<file path="src/rtl/mux_sel_arbiter.sv">
// Four-channel round-robin arbiter that owns the 2-bit select of a shared 4:1 mux.
// Grants are held until done, withdrawal, or a hold timeout, with zero-bubble regrant.
module mux_sel_arbiter #(
  parameter int HOLD_MAX = 8,
  parameter int CNT_W    = 8
) (
  input  logic       clk,
  input  logic       rst_n,
  input  logic [3:0] req,
  input  logic       done,
  output logic [1:0] sel,
  output logic [3:0] gnt,
  output logic       gnt_valid,
  output logic       hold_expired
);

  localparam logic [0:0] ST_IDLE  = 1'b0;
  localparam logic [0:0] ST_GRANT = 1'b1;

  localparam logic [CNT_W-1:0] HOLD_LAST = CNT_W'(HOLD_MAX - 1);
  localparam logic [CNT_W-1:0] CNT_SAT   = '1;

  logic [0:0]       state;
  logic [1:0]       rr_ptr;
  logic [CNT_W-1:0] hold_cnt;

  logic [1:0] winner;
  logic       any_req;
  logic       owner_req;
  logic       timeout;
  logic       release_now;

  // Scan from ptr+4 down to ptr+1 so the nearest requester after ptr overwrites the rest.
  function automatic logic [1:0] pick(input logic [3:0] r, input logic [1:0] ptr);
    logic [1:0] idx;
    pick = ptr;
    for (int k = 4; k >= 1; k--) begin
      idx = ptr + 2'(k);
      if (r[idx]) pick = idx;
    end
  endfunction

  always_comb begin
    winner      = pick(req, rr_ptr);
    any_req     = |req;
    owner_req   = req[sel];
    timeout     = (hold_cnt == HOLD_LAST);
    release_now = done | ~owner_req | timeout;
  end

  always_ff @(posedge clk or negedge rst_n) begin
    if (!rst_n) begin
      state        <= ST_IDLE;
      sel          <= 2'b00;
      gnt          <= 4'b0000;
      gnt_valid    <= 1'b0;
      hold_expired <= 1'b0;
      hold_cnt     <= '0;
      rr_ptr       <= 2'd3;
    end else begin
      hold_expired <= 1'b0;
      case (state)
        ST_IDLE: begin
          // sel is left alone here so the mux select does not glitch while idle.
          if (any_req) begin
            state     <= ST_GRANT;
            sel       <= winner;
            gnt       <= 4'b0001 << winner;
            gnt_valid <= 1'b1;
            rr_ptr    <= winner;
            hold_cnt  <= '0;
          end
        end
        ST_GRANT: begin
          if (!release_now) begin
            if (hold_cnt != CNT_SAT) hold_cnt <= hold_cnt + 1'b1;
          end else begin
            // Only a pure timeout counts as expiry; done or withdrawal take precedence.
            hold_expired <= timeout & ~done & owner_req;
            if (any_req) begin
              sel      <= winner;
              gnt      <= 4'b0001 << winner;
              rr_ptr   <= winner;
              hold_cnt <= '0;
            end else begin
              state     <= ST_IDLE;
              gnt       <= 4'b0000;
              gnt_valid <= 1'b0;
              hold_cnt  <= '0;
            end
          end
        end
        default: begin
          state     <= ST_IDLE;
          gnt       <= 4'b0000;
          gnt_valid <= 1'b0;
          hold_cnt  <= '0;
        end
      endcase
    end
  end

endmodule
</file>
<file path="config.mk">
export PLATFORM = sky130hd
export DESIGN_NAME = mux_sel_arbiter
export DESIGN_NICKNAME = d
export VERILOG_FILES = /design/src/rtl/mux_sel_arbiter.sv
export SDC_FILE = /design/constraint.sdc
export NUM_CORES = 1
export LEC_CHECK = 0
export BUFFER_PORTS_ARGS = -buffer_cell sky130_fd_sc_hd__buf_2
export CAP_MARGIN = 5
export CORE_MARGIN = 3
export CORE_UTILIZATION = 59
export CTS_CLUSTER_SIZE = 25
export DETAILED_ROUTE_END_ITERATION = 6
export PLACE_DENSITY_LB_ADDON = 0.25
export SYNTH_ARGS = -nofsm -noshare
export SYNTH_HDL_FRONTEND = slang
export SYNTH_SLANG_ARGS = --single-unit
</file>
<file path="constraint.sdc">
create_clock -name clk -period 4.5 [get_ports clk]
set_input_delay 0 -clock clk [delete_from_list [all_inputs] [get_ports clk]]
set_output_delay 0 -clock clk [all_outputs]
set_load 0.02 [all_outputs]
</file>
# --- Word-level counts from Yosys, hierarchy flattened ---
# Index checks and enable logic that the tools add are counted.
totals:
  regBits: 19
  input_bits: 7
classes:
  addsub: 4
  magnitude_cmp: 4
  eq_ne: 6
  shifts: 1
  n_mux: 34
  n_bitwise: 7
  n_reduce_logical: 4
ops:
  columns: ["operator", "n"]
  rows:
  - ["$mux 8", 3]
  - ["$pmux 8 s2", 1]
  - ["$mux 2", 7]
  - ["$lt 2x3->1 const B", 4]
  - ["$mux 4", 3]
  - ["$mux 1", 11]
  - ["$add 8x1->8 const B", 1]
  - ["$bmux 1 s2", 4]
  - ["$eq 8x3->1 const B", 1]
  - ["$ne 8x8->1 const B", 1]
  - ["$pmux 2 s2", 2]
  - ["$pmux 4 s2", 1]
  - ["$add 2x2->2 const B", 2]
  - ["$ne 2x2->1 const B", 2]
  - ["$pmux 1 s2", 2]
  - ["$reduce_and 2->1", 2]
  - ["$reduce_or 4->1", 1]
  - ["$shl 1x2->4 const A", 1]
  - ["$ne 3x1->1 const B", 1]
  - ["$not 1->1", 3]
  - ["$reduce_and 3->1", 1]
  - ["$add 2x1->2 const B", 1]
  - ["$and 1x1->1", 2]
  - ["$ne 2x1->1 const B", 1]
  - ["$or 1x1->1", 2]

# --- Longest topological paths before layout ---
depth:
  word_depth: 10
  mapped_depth: 6
  depth_no_buf: 5

# --- Worst setup path after synthesis ---
# No wires, ideal clock.
synth_timing:
  path_type: "register to register"
  start: "reg hold_cnt[4]"
  end: "reg sel[0]"
  setup_time_ns: 0.125
  t_arrival_ns: 1.947
  required_time_ns: 4.375
  setup_slack_ns: 2.428
  path_stages_with_launch: 6
  n_path_buf: 1
  period_less_slack_ns: 2.072
  cell_sequence: "dfrtp_1 > or4_1 > or3_1 > buf_6 > a21boi_4 > mux2_2"
synth_between:
  elab_chain_cells: 3
synth_rtl:
  columns: ["element", "line", "rtl"]
  rows:
  - ["start, declared", "25", "logic [CNT_W-1:0] hold_cnt;"]
  - ["start signal, assigned", "76", "if (hold_cnt != CNT_SAT) hold_cnt <= hold_cnt + 1'b1;"]
  - ["$eq 8x3->1", "47", "timeout = (hold_cnt == HOLD_LAST);"]
  - ["$or 1x1->1", "48", "release_now = done | ~owner_req | timeout;"]
  - ["$ne 2x1->1 (no source line)", null, null]
  - ["end signal, assigned", "67", "sel <= winner;"]
  - ["end signal, assigned", "81", "sel <= winner;"]
  - ["end, declared", "11", "output logic [1:0] sel,"]
# No other way between the ends.
# A chain may end at the register's enable or synchronous reset.

# --- Worst setup path in the final report ---
layout_timing:
  start: "reg hold_cnt[4]"
  end: "reg sel[1]"
# Same word-level chain as after synthesis.

==> Implementation_results.wiki <==
{| class="wikitable"
! Metric !! Value
|-
| Status || complete, no violations
|-
| Most common cell in the synthesized netlist || dfrtp_1
|-
| Worst slew pin tran || 530 ps
|-
| Top cell type by total area after synthesis || dfrtp_1
|-
| RSZ-0062 raised after global routing || no
|-
| Final Hold Fails || 0
|-
| Flip-flop and latch count after synthesis || 19
|-
| Total vias in the final route || 868
|-
| Maximum number of buffers from clock root to sink || 2
|-
| Ratio of cells with drive above 1 in the final layout || 24.8%
|-
| Die extent in y || 47.8 microns
|-
| Routed wirelength normalized by instance count || 15.5 microns
|-
| Final net count || 126
|-
| Worst slew slack as a fraction of its limit || 64.7%
|-
| Synthesized net count || 109
|-
| First-pass GRT wire length || 3.24 mm
|-
| Worst min-delay path category || in2async
|-
| GRT Residual Overflow || 0
|-
| Post-synth top cells || dfrtp_1, a21oi_1, nor2_1, o21ai_0
|-
| CTS H-tree depth || 1
|-
| Die W || 47.8 microns
|-
| Rows || 14
|-
| Clk pin slew, worst setup/hold paths || 110 ps
|-
| Final setup TNS || 0 ps
|-
| RePlAce Congestion || 0.824
|-
| Worst Path Max Fanout || 7
|-
| Maximum number of pins on one net before global-route repair || 20
|-
| Initial drt markers || 34
|-
| Number of setup violations in the final report || 0
|-
| Buffers added on ports || 14
|-
| Worst clock skew on the final layout || 6.69 ps
|-
| Post-synth EDFFs || 0
|-
| Number of buffers created by CTS || 3
|-
| Power Density || 507 nW/um^2
|-
| Avg Vias per Cell || 6.53
|-
| Fraction of the yosys area taken by sequential cells || 46.5%
|-
| Netlist Area Pre-Place || 1030 sq um
|-
| Mean Syn Cell Area || 10.2 sq um
|-
| Final worst path period need || 2200 ps
|-
| Final Power || 576 uW
|-
| Number of library cell types mapped by synthesis || 38
|-
| Final HPWL DP || 1.53 mm
|-
| Vias in the first global route || 759
|-
| GRT Overall Usage || 20.5%
|-
| Number of pins with negative max-slew slack in the final report || 0
|-
| Number of antenna violations at the first check in global routing || 0
|-
| Clock insertion delay at the later pin of the skew report || 300 ps
|-
| Post-Syn Instances || 101
|-
| Clock tree from TritonCTS || done
|-
| Number of resized instances in the post-cts repair step || 0
|-
| Clk root buf || clkbuf_4
|-
| Inserted Diodes || 0
|-
| DRC violations left || 0
|-
| Required time worst endpoint || 4700 ps
|-
| Post-CTS setup repair buffer count || 0
|-
| Starting density of the core || 65.2%
|-
| Area growth from synthesis to final layout || 10.3%
|-
| Core Area || 1580 sq um
|-
| Overall die area || 2280 sq um
|-
| Final worst-path cycle share || 48.8%
|-
| Maximum clock rate || 455 MHz
|-
| Clock net sink count || 19
|-
| Nature of the critical path startpoint || register
|-
| Ys async rst share || 100%
|-
| Number of detailed-route iterations in the first pass || 4
|-
| Max-cap violations || 0
|-
| Category of the worst setup path capture point || register
|-
| Number of warning messages in the yosys log || 0
|-
| Routed WL || 2.07 mm
|-
| Share of Yosys cell area claimed by the top area cell type || 41.4%
|-
| Leakage Power || 0.479 nW
|-
| Predominant post-synthesis flop cell || dfrtp_1
|-
| # hold bufs at CTS || 1
|-
| Antenna-violating nets left || 0
|-
| Max rail drop VDD || 341 uV
|-
| Synth top area cells || dfrtp_1, dfstp_2, mux2_2
|-
| Number of top-level pins || 15
|-
| Data arrival at the endpoint of the critical path || 2390 ps
|-
| Critical setup path kind || reg2reg
|}
[critical path, cell delays in order (launching register included)]
cell      delay, ps
dfrtp_1         440
or4_1           550
or3_1           460
a21boi_4        290
mux2_2          360
[final timing paths]
| path | from | end | slack [ps] | cells after the start |
|---|---|---|---|---|
| worst min register to register | gnt[3]$_DFFE_PN0P_ | gnt[3]$_DFFE_PN0P_ | 500 | 1 |
| worst max register to register | hold_cnt[4]$_DFFE_PN0P_ | sel[1]$_DFFE_PN0P_ | 2300 | 4 |
| worst min-delay path | rst_n | gnt_valid$_DFFE_PN0P_ | 150 | 2 |
| min in group clk | req[0] | state$_DFF_PN0_ | 170 | 2 |
| worst max-delay path | hold_cnt[4]$_DFFE_PN0P_ | sel[1]$_DFFE_PN0P_ | 2300 | 4 |
| max in group asynchronous | rst_n | rr_ptr[1]$_DFFE_PN1P_ | 4030 | 2 |
[stage by stage]
stage / std cells / instance area (sq um) / util (%) / hold WS [ps] / setup slack (ps)
5_1_grt: 133 / 1130 / 72.0 / 174 / 2210
4_1_cts: 133 / 1130 / 72.0 / 156 / 2300
3_5_place_dp: 128 / 1100 / 69.7 / -46.1 / 2310
6_report: 133 / 1130 / 72.0 / 146 / 2300
3_3_place_gp: 128 / 1100 / 69.7 / -52.1 / 2360
2_1_floorplan: 101 / 1030 / - / -296 / 2430
[power by group]
part	internal, mW	switching [mW]
logic	0.102	0.131
clock network	0.0346	0.0526
registers	0.218	0.0365
total	0.355	0.220
[layout make-up]
cell class / count / area, sq um
tap: 16 / 20.0
inverter: 5 / 18.8
timing repair buffer: 15 / 80.1
multi-input combinational: 74 / 512
fill: 107 / 442
sequential: 19 / 478
clock buffer: 4 / 26.3
[cells by family (layout without fill, tap and decap cells)]
group / count (synthesis) / after routing / share of synthesized area, %
AOI/OAI and AO/OA: 33 / 33 / 24.0
adders and majority gates: 1 / 1 / 1.22
buffers and inverters: 8 / 24 / 3.77
DFF: 19 / 19 / 46.5
muxes: 6 / 6 / 6.33
and+or+nand+nor: 34 / 34 / 18.3
[registers in the layout (all words and copies together), names as in the netlist]
| signal | cells |
|---|---|
| gnt | 4 |
| rr_ptr | 2 |
| hold_expired | 1 |
| state | 1 |
| hold_cnt | 8 |
| gnt_valid | 1 |
| sel | 2 |
[cells in the final DEF, fill, tap and decap left out, drive strengths merged]
master       netlist  final
buf                2     14
a21o               1      1
a21oi              8      8
nor4               1      1
a32o               2      2
o21ai              6      6
dfstp              2      2
mux2               4      4
nand2b             2      2
o21a               1      1
nor3               1      1
nand4b             1      1
nand3b             1      1
or3b               1      1
nor2               7      7
ha                 1      1
nand3              5      5
o22a               1      1
a21boi             1      1
o211ai             1      1
a221o              1      1
or3                3      3
or4                5      5
dlygate4sd3        0      1
o32ai              2      2
nand2              5      5
clkbuf             1      4
o22ai              4      4
o31ai              3      3
mux2i              2      2
a31o               1      1
a31oi              1      1
inv                5      5
nor2b              1      1
dfrtp             17     17
nand4              1      1
[layer usage]
metal | wire length, microns | vias up | GRT usage [%] | share of wire, %
met3 | 93 | 5 | 2.63 | 4.5
met5 | 0 | - | 0 | 0
li1 | - | 424 | - | -
met1 | 938 | 409 | 27.9 | 45
met2 | 993 | 30 | 31.1 | 48
met4 | 43 | 0 | 11.8 | 2.1
Note: power is estimated with default switching activity, not from simulation.
